File: src/rtl/watch_calendar_if.sv
// Load bus for watch_calendar: time/date load request with its rejection strobe.
interface watch_calendar_if #(
    parameter int unsigned YEAR_W = 12
);
    logic                set_time;
    logic [YEAR_W+39:0]  bin_time;
    logic [2:0]          set_week;
    logic                set_err;

    modport master (output set_time, bin_time, set_week, input set_err);
    modport slave  (input set_time, bin_time, set_week, output set_err);
endinterface

File: src/rtl/watch_calendar.sv
// Calendar/time-of-day counter with leap years, validated load and carry strobes.
// Optional alarm is built only when WATCH_ALARM_EN is defined.
module watch_calendar #(
    parameter int unsigned YEAR_W   = 12,
    parameter int unsigned YEAR_MIN = 1,
    parameter int unsigned YEAR_MAX = 4095,
    parameter int unsigned RST_YEAR = 2021
) (
    input  logic              clk,
    input  logic              rst,
    input  logic              clk1sec,
    watch_calendar_if.slave   load,
    input  logic              mode_12h,
    input  logic [7:0]        alarm_hour,
    input  logic [7:0]        alarm_minute,
    input  logic              alarm_en,
    input  logic              alarm_ack,
    output logic [YEAR_W-1:0] year,
    output logic [7:0]        month,
    output logic [7:0]        day,
    output logic [7:0]        hour,
    output logic [7:0]        minute,
    output logic [7:0]        second,
    output logic [2:0]        week,
    output logic [7:0]        hour_disp,
    output logic              pm,
    output logic              min_pulse,
    output logic              hour_pulse,
    output logic              day_pulse,
    output logic              alarm
);

    localparam logic [YEAR_W-1:0] YearMin  = YEAR_W'(YEAR_MIN);
    localparam logic [YEAR_W-1:0] YearMax  = YEAR_W'(YEAR_MAX);
    localparam logic [YEAR_W-1:0] RstYear  = YEAR_W'(RST_YEAR);
    localparam logic [7:0]        RstMonth = 8'd5;
    localparam logic [7:0]        RstDay   = 8'd30;
    localparam logic [2:0]        RstWeek  = 3'd0;

    function automatic logic is_leap(input logic [YEAR_W-1:0] y);
        logic [31:0] yy;
        yy = 32'(y);
        return ((yy % 32'd4 == 32'd0) && (yy % 32'd100 != 32'd0)) || (yy % 32'd400 == 32'd0);
    endfunction

    function automatic logic [7:0] max_date(input logic [7:0] m, input logic [YEAR_W-1:0] y);
        logic [7:0] r;
        case (m)
            8'd4, 8'd6, 8'd9, 8'd11: r = 8'd30;
            8'd2:                    r = is_leap(y) ? 8'd29 : 8'd28;
            default:                 r = 8'd31;
        endcase
        return r;
    endfunction

    logic [YEAR_W-1:0] year_q, year_d;
    logic [7:0]        month_q, month_d, day_q, day_d;
    logic [7:0]        hour_q, hour_d, minute_q, minute_d, second_q, second_d;
    logic [2:0]        week_q, week_d;
    logic              min_pulse_q, min_pulse_d, hour_pulse_q, hour_pulse_d;
    logic              day_pulse_q, day_pulse_d, set_err_q, set_err_d;

    logic [YEAR_W-1:0] ld_year;
    logic [7:0]        ld_month, ld_day, ld_hour, ld_minute, ld_second;
    logic              ld_valid;

    assign ld_year   = load.bin_time[YEAR_W+39:40];
    assign ld_month  = load.bin_time[39:32];
    assign ld_day    = load.bin_time[31:24];
    assign ld_hour   = load.bin_time[23:16];
    assign ld_minute = load.bin_time[15:8];
    assign ld_second = load.bin_time[7:0];

    assign ld_valid = (ld_year >= YearMin) && (ld_year <= YearMax)
                   && (ld_month >= 8'd1) && (ld_month <= 8'd12)
                   && (ld_day >= 8'd1) && (ld_day <= max_date(ld_month, ld_year))
                   && (ld_hour < 8'd24) && (ld_minute < 8'd60) && (ld_second < 8'd60)
                   && (load.set_week < 3'd7);

    // Carry chain: each wrap implies all lower wraps on the same tick.
    logic sec_wrap, min_wrap, hour_wrap, day_wrap, month_wrap;
    assign sec_wrap   = (second_q == 8'd59);
    assign min_wrap   = sec_wrap && (minute_q == 8'd59);
    assign hour_wrap  = min_wrap && (hour_q == 8'd23);
    assign day_wrap   = hour_wrap && (day_q == max_date(month_q, year_q));
    assign month_wrap = day_wrap && (month_q == 8'd12);

    always_comb begin
        year_d       = year_q;
        month_d      = month_q;
        day_d        = day_q;
        hour_d       = hour_q;
        minute_d     = minute_q;
        second_d     = second_q;
        week_d       = week_q;
        min_pulse_d  = 1'b0;
        hour_pulse_d = 1'b0;
        day_pulse_d  = 1'b0;
        set_err_d    = 1'b0;
        if (load.set_time) begin
            if (ld_valid) begin
                year_d   = ld_year;
                month_d  = ld_month;
                day_d    = ld_day;
                hour_d   = ld_hour;
                minute_d = ld_minute;
                second_d = ld_second;
                week_d   = load.set_week;
            end else begin
                set_err_d = 1'b1;
            end
        end else if (clk1sec) begin
            second_d = sec_wrap ? 8'd0 : second_q + 8'd1;
            if (sec_wrap) begin
                min_pulse_d = 1'b1;
                minute_d    = min_wrap ? 8'd0 : minute_q + 8'd1;
            end
            if (min_wrap) begin
                hour_pulse_d = 1'b1;
                hour_d       = hour_wrap ? 8'd0 : hour_q + 8'd1;
            end
            if (hour_wrap) begin
                day_pulse_d = 1'b1;
                week_d      = (week_q == 3'd6) ? 3'd0 : week_q + 3'd1;
                day_d       = day_wrap ? 8'd1 : day_q + 8'd1;
            end
            if (day_wrap) begin
                month_d = month_wrap ? 8'd1 : month_q + 8'd1;
            end
            if (month_wrap) begin
                year_d = (year_q == YearMax) ? YearMin : year_q + YEAR_W'(1);
            end
        end
    end

    always_ff @(posedge clk or negedge rst) begin
        if (!rst) begin
            year_q       <= RstYear;
            month_q      <= RstMonth;
            day_q        <= RstDay;
            hour_q       <= 8'd0;
            minute_q     <= 8'd0;
            second_q     <= 8'd0;
            week_q       <= RstWeek;
            min_pulse_q  <= 1'b0;
            hour_pulse_q <= 1'b0;
            day_pulse_q  <= 1'b0;
            set_err_q    <= 1'b0;
        end else begin
            year_q       <= year_d;
            month_q      <= month_d;
            day_q        <= day_d;
            hour_q       <= hour_d;
            minute_q     <= minute_d;
            second_q     <= second_d;
            week_q       <= week_d;
            min_pulse_q  <= min_pulse_d;
            hour_pulse_q <= hour_pulse_d;
            day_pulse_q  <= day_pulse_d;
            set_err_q    <= set_err_d;
        end
    end

`ifdef WATCH_ALARM_EN
    logic alarm_q, alarm_d;

    // Match is on the post-tick time, so it fires on the edge that lands on hh:mm:00.
    always_comb begin
        alarm_d = alarm_q;
        if (!alarm_en || alarm_ack) begin
            alarm_d = 1'b0;
        end else if (!load.set_time && clk1sec && sec_wrap
                     && (hour_d == alarm_hour) && (minute_d == alarm_minute)) begin
            alarm_d = 1'b1;
        end
    end

    always_ff @(posedge clk or negedge rst) begin
        if (!rst) begin
            alarm_q <= 1'b0;
        end else begin
            alarm_q <= alarm_d;
        end
    end

    assign alarm = alarm_q;
`else
    logic unused_alarm;
    assign unused_alarm = ^{alarm_hour, alarm_minute, alarm_en, alarm_ack};
    assign alarm = 1'b0;
`endif

    always_comb begin
        hour_disp = hour_q;
        if (mode_12h) begin
            if (hour_q == 8'd0) begin
                hour_disp = 8'd12;
            end else if (hour_q > 8'd12) begin
                hour_disp = hour_q - 8'd12;
            end
        end
    end

    assign pm           = (hour_q >= 8'd12);
    assign year         = year_q;
    assign month        = month_q;
    assign day          = day_q;
    assign hour         = hour_q;
    assign minute       = minute_q;
    assign second       = second_q;
    assign week         = week_q;
    assign min_pulse    = min_pulse_q;
    assign hour_pulse   = hour_pulse_q;
    assign day_pulse    = day_pulse_q;
    assign load.set_err = set_err_q;

endmodule

File: src/flat_wrapper.sv
// flat-port wrapper written by rule: the top's interface ports become plain ports
module watch_calendar_flat 
#(
    parameter int unsigned YEAR_W   = 12,
    parameter int unsigned YEAR_MIN = 1,
    parameter int unsigned YEAR_MAX = 4095,
    parameter int unsigned RST_YEAR = 2021
)
  (clk, rst, clk1sec, mode_12h, alarm_hour, alarm_minute, alarm_en, alarm_ack, year, month, day, hour, minute, second, week, hour_disp, pm, min_pulse, hour_pulse, day_pulse, alarm, load_set_time, load_bin_time, load_set_week, load_set_err);
  watch_calendar_if #(.YEAR_W(YEAR_W)) load_i ();
  input  logic clk;
  input  logic rst;
  input  logic clk1sec;
  input  logic mode_12h;
  input  logic [7:0] alarm_hour;
  input  logic [7:0] alarm_minute;
  input  logic alarm_en;
  input  logic alarm_ack;
  output logic [YEAR_W-1:0] year;
  output logic [7:0] month;
  output logic [7:0] day;
  output logic [7:0] hour;
  output logic [7:0] minute;
  output logic [7:0] second;
  output logic [2:0] week;
  output logic [7:0] hour_disp;
  output logic pm;
  output logic min_pulse;
  output logic hour_pulse;
  output logic day_pulse;
  output logic alarm;
  input wire logic [$bits(load_i.set_time)-1:0] load_set_time;
  input wire logic [$bits(load_i.bin_time)-1:0] load_bin_time;
  input wire logic [$bits(load_i.set_week)-1:0] load_set_week;
  output wire logic [$bits(load_i.set_err)-1:0] load_set_err;
  assign load_i.set_time = load_set_time;
  assign load_i.bin_time = load_bin_time;
  assign load_i.set_week = load_set_week;
  assign load_set_err = load_i.set_err;
  watch_calendar #(.YEAR_W(YEAR_W), .YEAR_MIN(YEAR_MIN), .YEAR_MAX(YEAR_MAX), .RST_YEAR(RST_YEAR)) u_core (.clk(clk), .rst(rst), .clk1sec(clk1sec), .load(load_i), .mode_12h(mode_12h), .alarm_hour(alarm_hour), .alarm_minute(alarm_minute), .alarm_en(alarm_en), .alarm_ack(alarm_ack), .year(year), .month(month), .day(day), .hour(hour), .minute(minute), .second(second), .week(week), .hour_disp(hour_disp), .pm(pm), .min_pulse(min_pulse), .hour_pulse(hour_pulse), .day_pulse(day_pulse), .alarm(alarm));
endmodule
File: config.mk
export PLATFORM = sky130hd
export DESIGN_NAME = watch_calendar_flat
export DESIGN_NICKNAME = d
export VERILOG_FILES = /design/src/rtl/watch_calendar_if.sv /design/src/rtl/watch_calendar.sv /design/src/flat_wrapper.sv
export SDC_FILE = /design/constraint.sdc
export NUM_CORES = 1
export LEC_CHECK = 0
export CORE_MARGIN = 8
export CORE_UTILIZATION = 45
export DETAILED_ROUTE_END_ITERATION = 12
export PLACE_DENSITY = 0.73
export SYNTH_ARGS = -nofsm -noshare
export SYNTH_HDL_FRONTEND = slang
export SYNTH_SLANG_ARGS = --single-unit
File: constraint.sdc
create_clock -name clk -period 11.3 [get_ports clk]
set_input_delay 2.26 -clock clk [delete_from_list [all_inputs] [get_ports clk]]
set_output_delay 2.26 -clock clk [all_outputs]
set_load 0.01 [all_outputs]
==> impl_metrics.csv <==
group,metric,value,unit
placement,dp_hpwl,14900,um
clock_network,clock_latency,0.32,ns
synthesis,ys_seq_area_share,23.6,%
global_routing,grt_pass1_wl,33400,um
die,fp-row-count,43,
synthesis,syn_area_per_cell,7.43,sq um
routing,drc,0,
synthesis,synth.top_cell.area_share,17.8,%
final_layout,drive_above_1_share,7.60,%
global_routing,track_usage,21.9,%
die,dieArea,18100,sq um
final_layout,synthToLayoutAreaGrowth,25.6,%
die,fp.dieH,135,um
synthesis,yosys.area_share.simple,28.4,%
worst_hold_path,whs_path_depth,1,
synthesis,synth.cell_area,6340,sq um
placement,portBuffers,127,
status,outcome,"finished clean",
worst_setup_path,end_kind,"flop",
synthesis,synth-async-reset-ratio,100,%
timing,period_needed,10.05,ns
die,core,13800,sq um
timing,finalSetupViolations,0,
power_and_ir_drop,p_per_area,130,nW/um^2
synthesis,synth-xor-area-share,1.64,%
routing,routed_wirelength,20200,um
clock_network,htreeDepth,3,
synthesis,synth_area_leaders,"dfrtp_1 (18%), o21ai_0 (6.1%), dfstp_2 (5.8%)",
clock_network,post_cts_buffers,0,
synthesis,synth_edf_count,0,
synthesis,synthFlopType,"dfrtp_1",
timing,slew_headroom,28.0,%
worst_setup_path,crit_arrival,10.25,ns
power_and_ir_drop,power,1040,uW
clock_network,postCtsHoldBufs,0,
synthesis,yosys.area_share.adder,3.87,%
routing,first_pass_iters,5,
routing,vias,7097,
power_and_ir_drop,max-vdd-ir-drop,104,uV
synthesis,synth_seq_cells,59,
routing,ant_nets,0,
clock_network,cts_sinks,59,
final_layout,fin_util,57.6,%
die,die_x,135,um
synthesis,ys_warn_count,0,
worst_setup_path,required,11.50,ns
routing,wl_per_cell,17.9,um
timing,final.setup_skew,0.00663,ns
timing,hold_viol,0,
synthesis,synth_top_family_by_area,"compound AO/OA/AOI/OAI gates",
global_routing,grt_max_degree,60,
worst_setup_path,crit_fanout,22,
routing,drt_iter0_markers,527,
clock_network,cts-resized-gates,0,
run,maxCapViolCount,0,
synthesis,synth_nets,949,
clock_network,cts_tree,"built",
timing,rsz0062_at_grt,"no",
global_routing,overflow,0,
die,io_pins,147,
final_layout,final_nets,1038,
worst_setup_path,worstSetupStartpointType,"input port",
clock_network,clk_path_buf_depth,2,
clock_network,cts_buffers,9,
synthesis,synth_cell_types,94,
timing,finalSetupTns,0,ns
worst_setup_path,crit_type,"input port to flop",
final_layout,n_antenna_cell,0,
synthesis,yosys-mux-area-fraction,4.03,%
worst_setup_path,crit_slowest_cell,"clkdlybuf4s50_1",
worst_hold_path,min_path_type,"flop to flop",
global_routing,grt_pass1_vias,6616,
placement,routabilityCongestion,0.901,
timing,worst_pin_slew,1.07,ns
routing,viasPerCell,6.30,
global_routing,antenna_found_initial,0,
timing,period_share,88.9,%
timing,final_max_slew_viol_count,0,
worst_setup_path,r2r_cells,18,
synthesis,synth_compound_area_share,32.7,%
timing,clock.fmax,99.5,MHz
power_and_ir_drop,leakage,0.00310,uW
synthesis,yosys.area.top_type,"dfrtp_1",
clock_network,cts.clk_slew.worst_paths,0.05,ns
die,start_util,45.8,%
synthesis,synthCells,853,
worst_setup_path,slowest_delay,0.68,ns
clock_network,root_buffer,"clkbuf_16",
[Yosys cell counts (16+ instances only)]
cell type  number
inv_1          32
and3_1         22
nand3_1        44
nor2_1         74
nor3_1         31
o21ai_0        77
a211oi_1       16
clkbuf_1       39
mux2i_1        21
ha_1           18
a21oi_1        52
dfrtp_1        45
o211ai_1       18
nand2_1        71
[power by group]
part	switching [uW]	internal [uW]
Combinational	227	213
Clock	98.2	188
Sequential	64.3	248
Total	389	649
[routing by layer]
layer	global-route usage (%)	vias up	routed length [um]
met5	0	-	0
met4	6.74	0	442
met3	4.27	38	1310
met2	35.4	261	9420
met1	28.6	3348	9040
li1	-	3450	-
[kinds of logic (layout without fill, tap and decap cells)]
family | after synthesis | count (layout)
buffers and inverters | 91 | 185
and+or+nand+nor | 345 | 345
DFF | 59 | 59
xor gates and xnor gates | 11 | 11
muxes | 24 | 24
other | 1 | 1
AOI/OAI and AO/OA | 302 | 302
adders and majority gates | 20 | 20
[worst paths after layout]
check	from	to	slack, ns
hold reg to reg	u_core.month[7]	u_core.month[7]	0.51
hold / removal	u_core.month[7]	u_core.month[7]	0.51
min in group asynchronous	rst	u_core.hour[1]	2.10
setup / recovery	load_bin_time[49]	u_core.year[11]	1.25
max in group asynchronous	rst	u_core.year[3]	8.69
setup reg to reg	u_core.year[9]	u_core.month[4]	5.51
[critical path, delay by kind of cell]
family          cells  cell delay (ns)
compound gates     12             2.75
buf+inv             2             1.00
mux                 2             0.25
simple gates       10             2.99
xor+xnor            1             0.43
fa+ha+maj           2             0.56
[sequential cells by signal (all words and copies together), names as in the netlist]
name and cells:
u_core.day 8, u_core.week 3, u_core.hour 8, u_core.min_pulse 1
u_core.hour_pulse 1, u_core.minute 8, u_core.second 8, u_core.month 8
u_core.load.set_err 1, u_core.day_pulse 1, u_core.year 12
[final cells by class]
type | instances | area (sq um)
Fill cell | 1294 | 5870
Multi-Input combinational cell | 703 | 4480
Sequential cell | 59 | 1490
Timing Repair Buffer | 135 | 1320
Clock buffer | 12 | 267
Tap cell | 180 | 225
Inverter | 34 | 128
Clock inverter | 4 | 47.5
[layout by cell type (no fill, tap or decap), types with 18 or more instances in the layout]
cell | netlist | routed
a21oi_1 | 52 | 52
clkdlybuf4s50_1 | 0 | 125
ha_1 | 18 | 18
o211ai_1 | 18 | 18
mux2i_1 | 21 | 21
nand3_1 | 44 | 44
o21ai_0 | 77 | 77
nor2_1 | 74 | 74
dfrtp_1 | 45 | 45
nor3_1 | 31 | 31
nand2_1 | 71 | 71
and3_1 | 22 | 22
inv_1 | 32 | 32
[metrics by stage]
step | instances | instance area, sq um | setup slack (ns) | hold slack, ns
3_3_place_gp | 1111 | 7640 | 1.13 | 0.496
6_report | 1127 | 7960 | 1.25 | 0.511
5_1_grt | 1127 | 7960 | 0.528 | 0.541
3_5_place_dp | 1111 | 7640 | 1.01 | 0.499
4_1_cts | 1127 | 7960 | 1.35 | 0.509
2_1_floorplan | 853 | 6340 | 2.54 | 0.522
No activity file was read; power rests on OpenSTA's default activity.
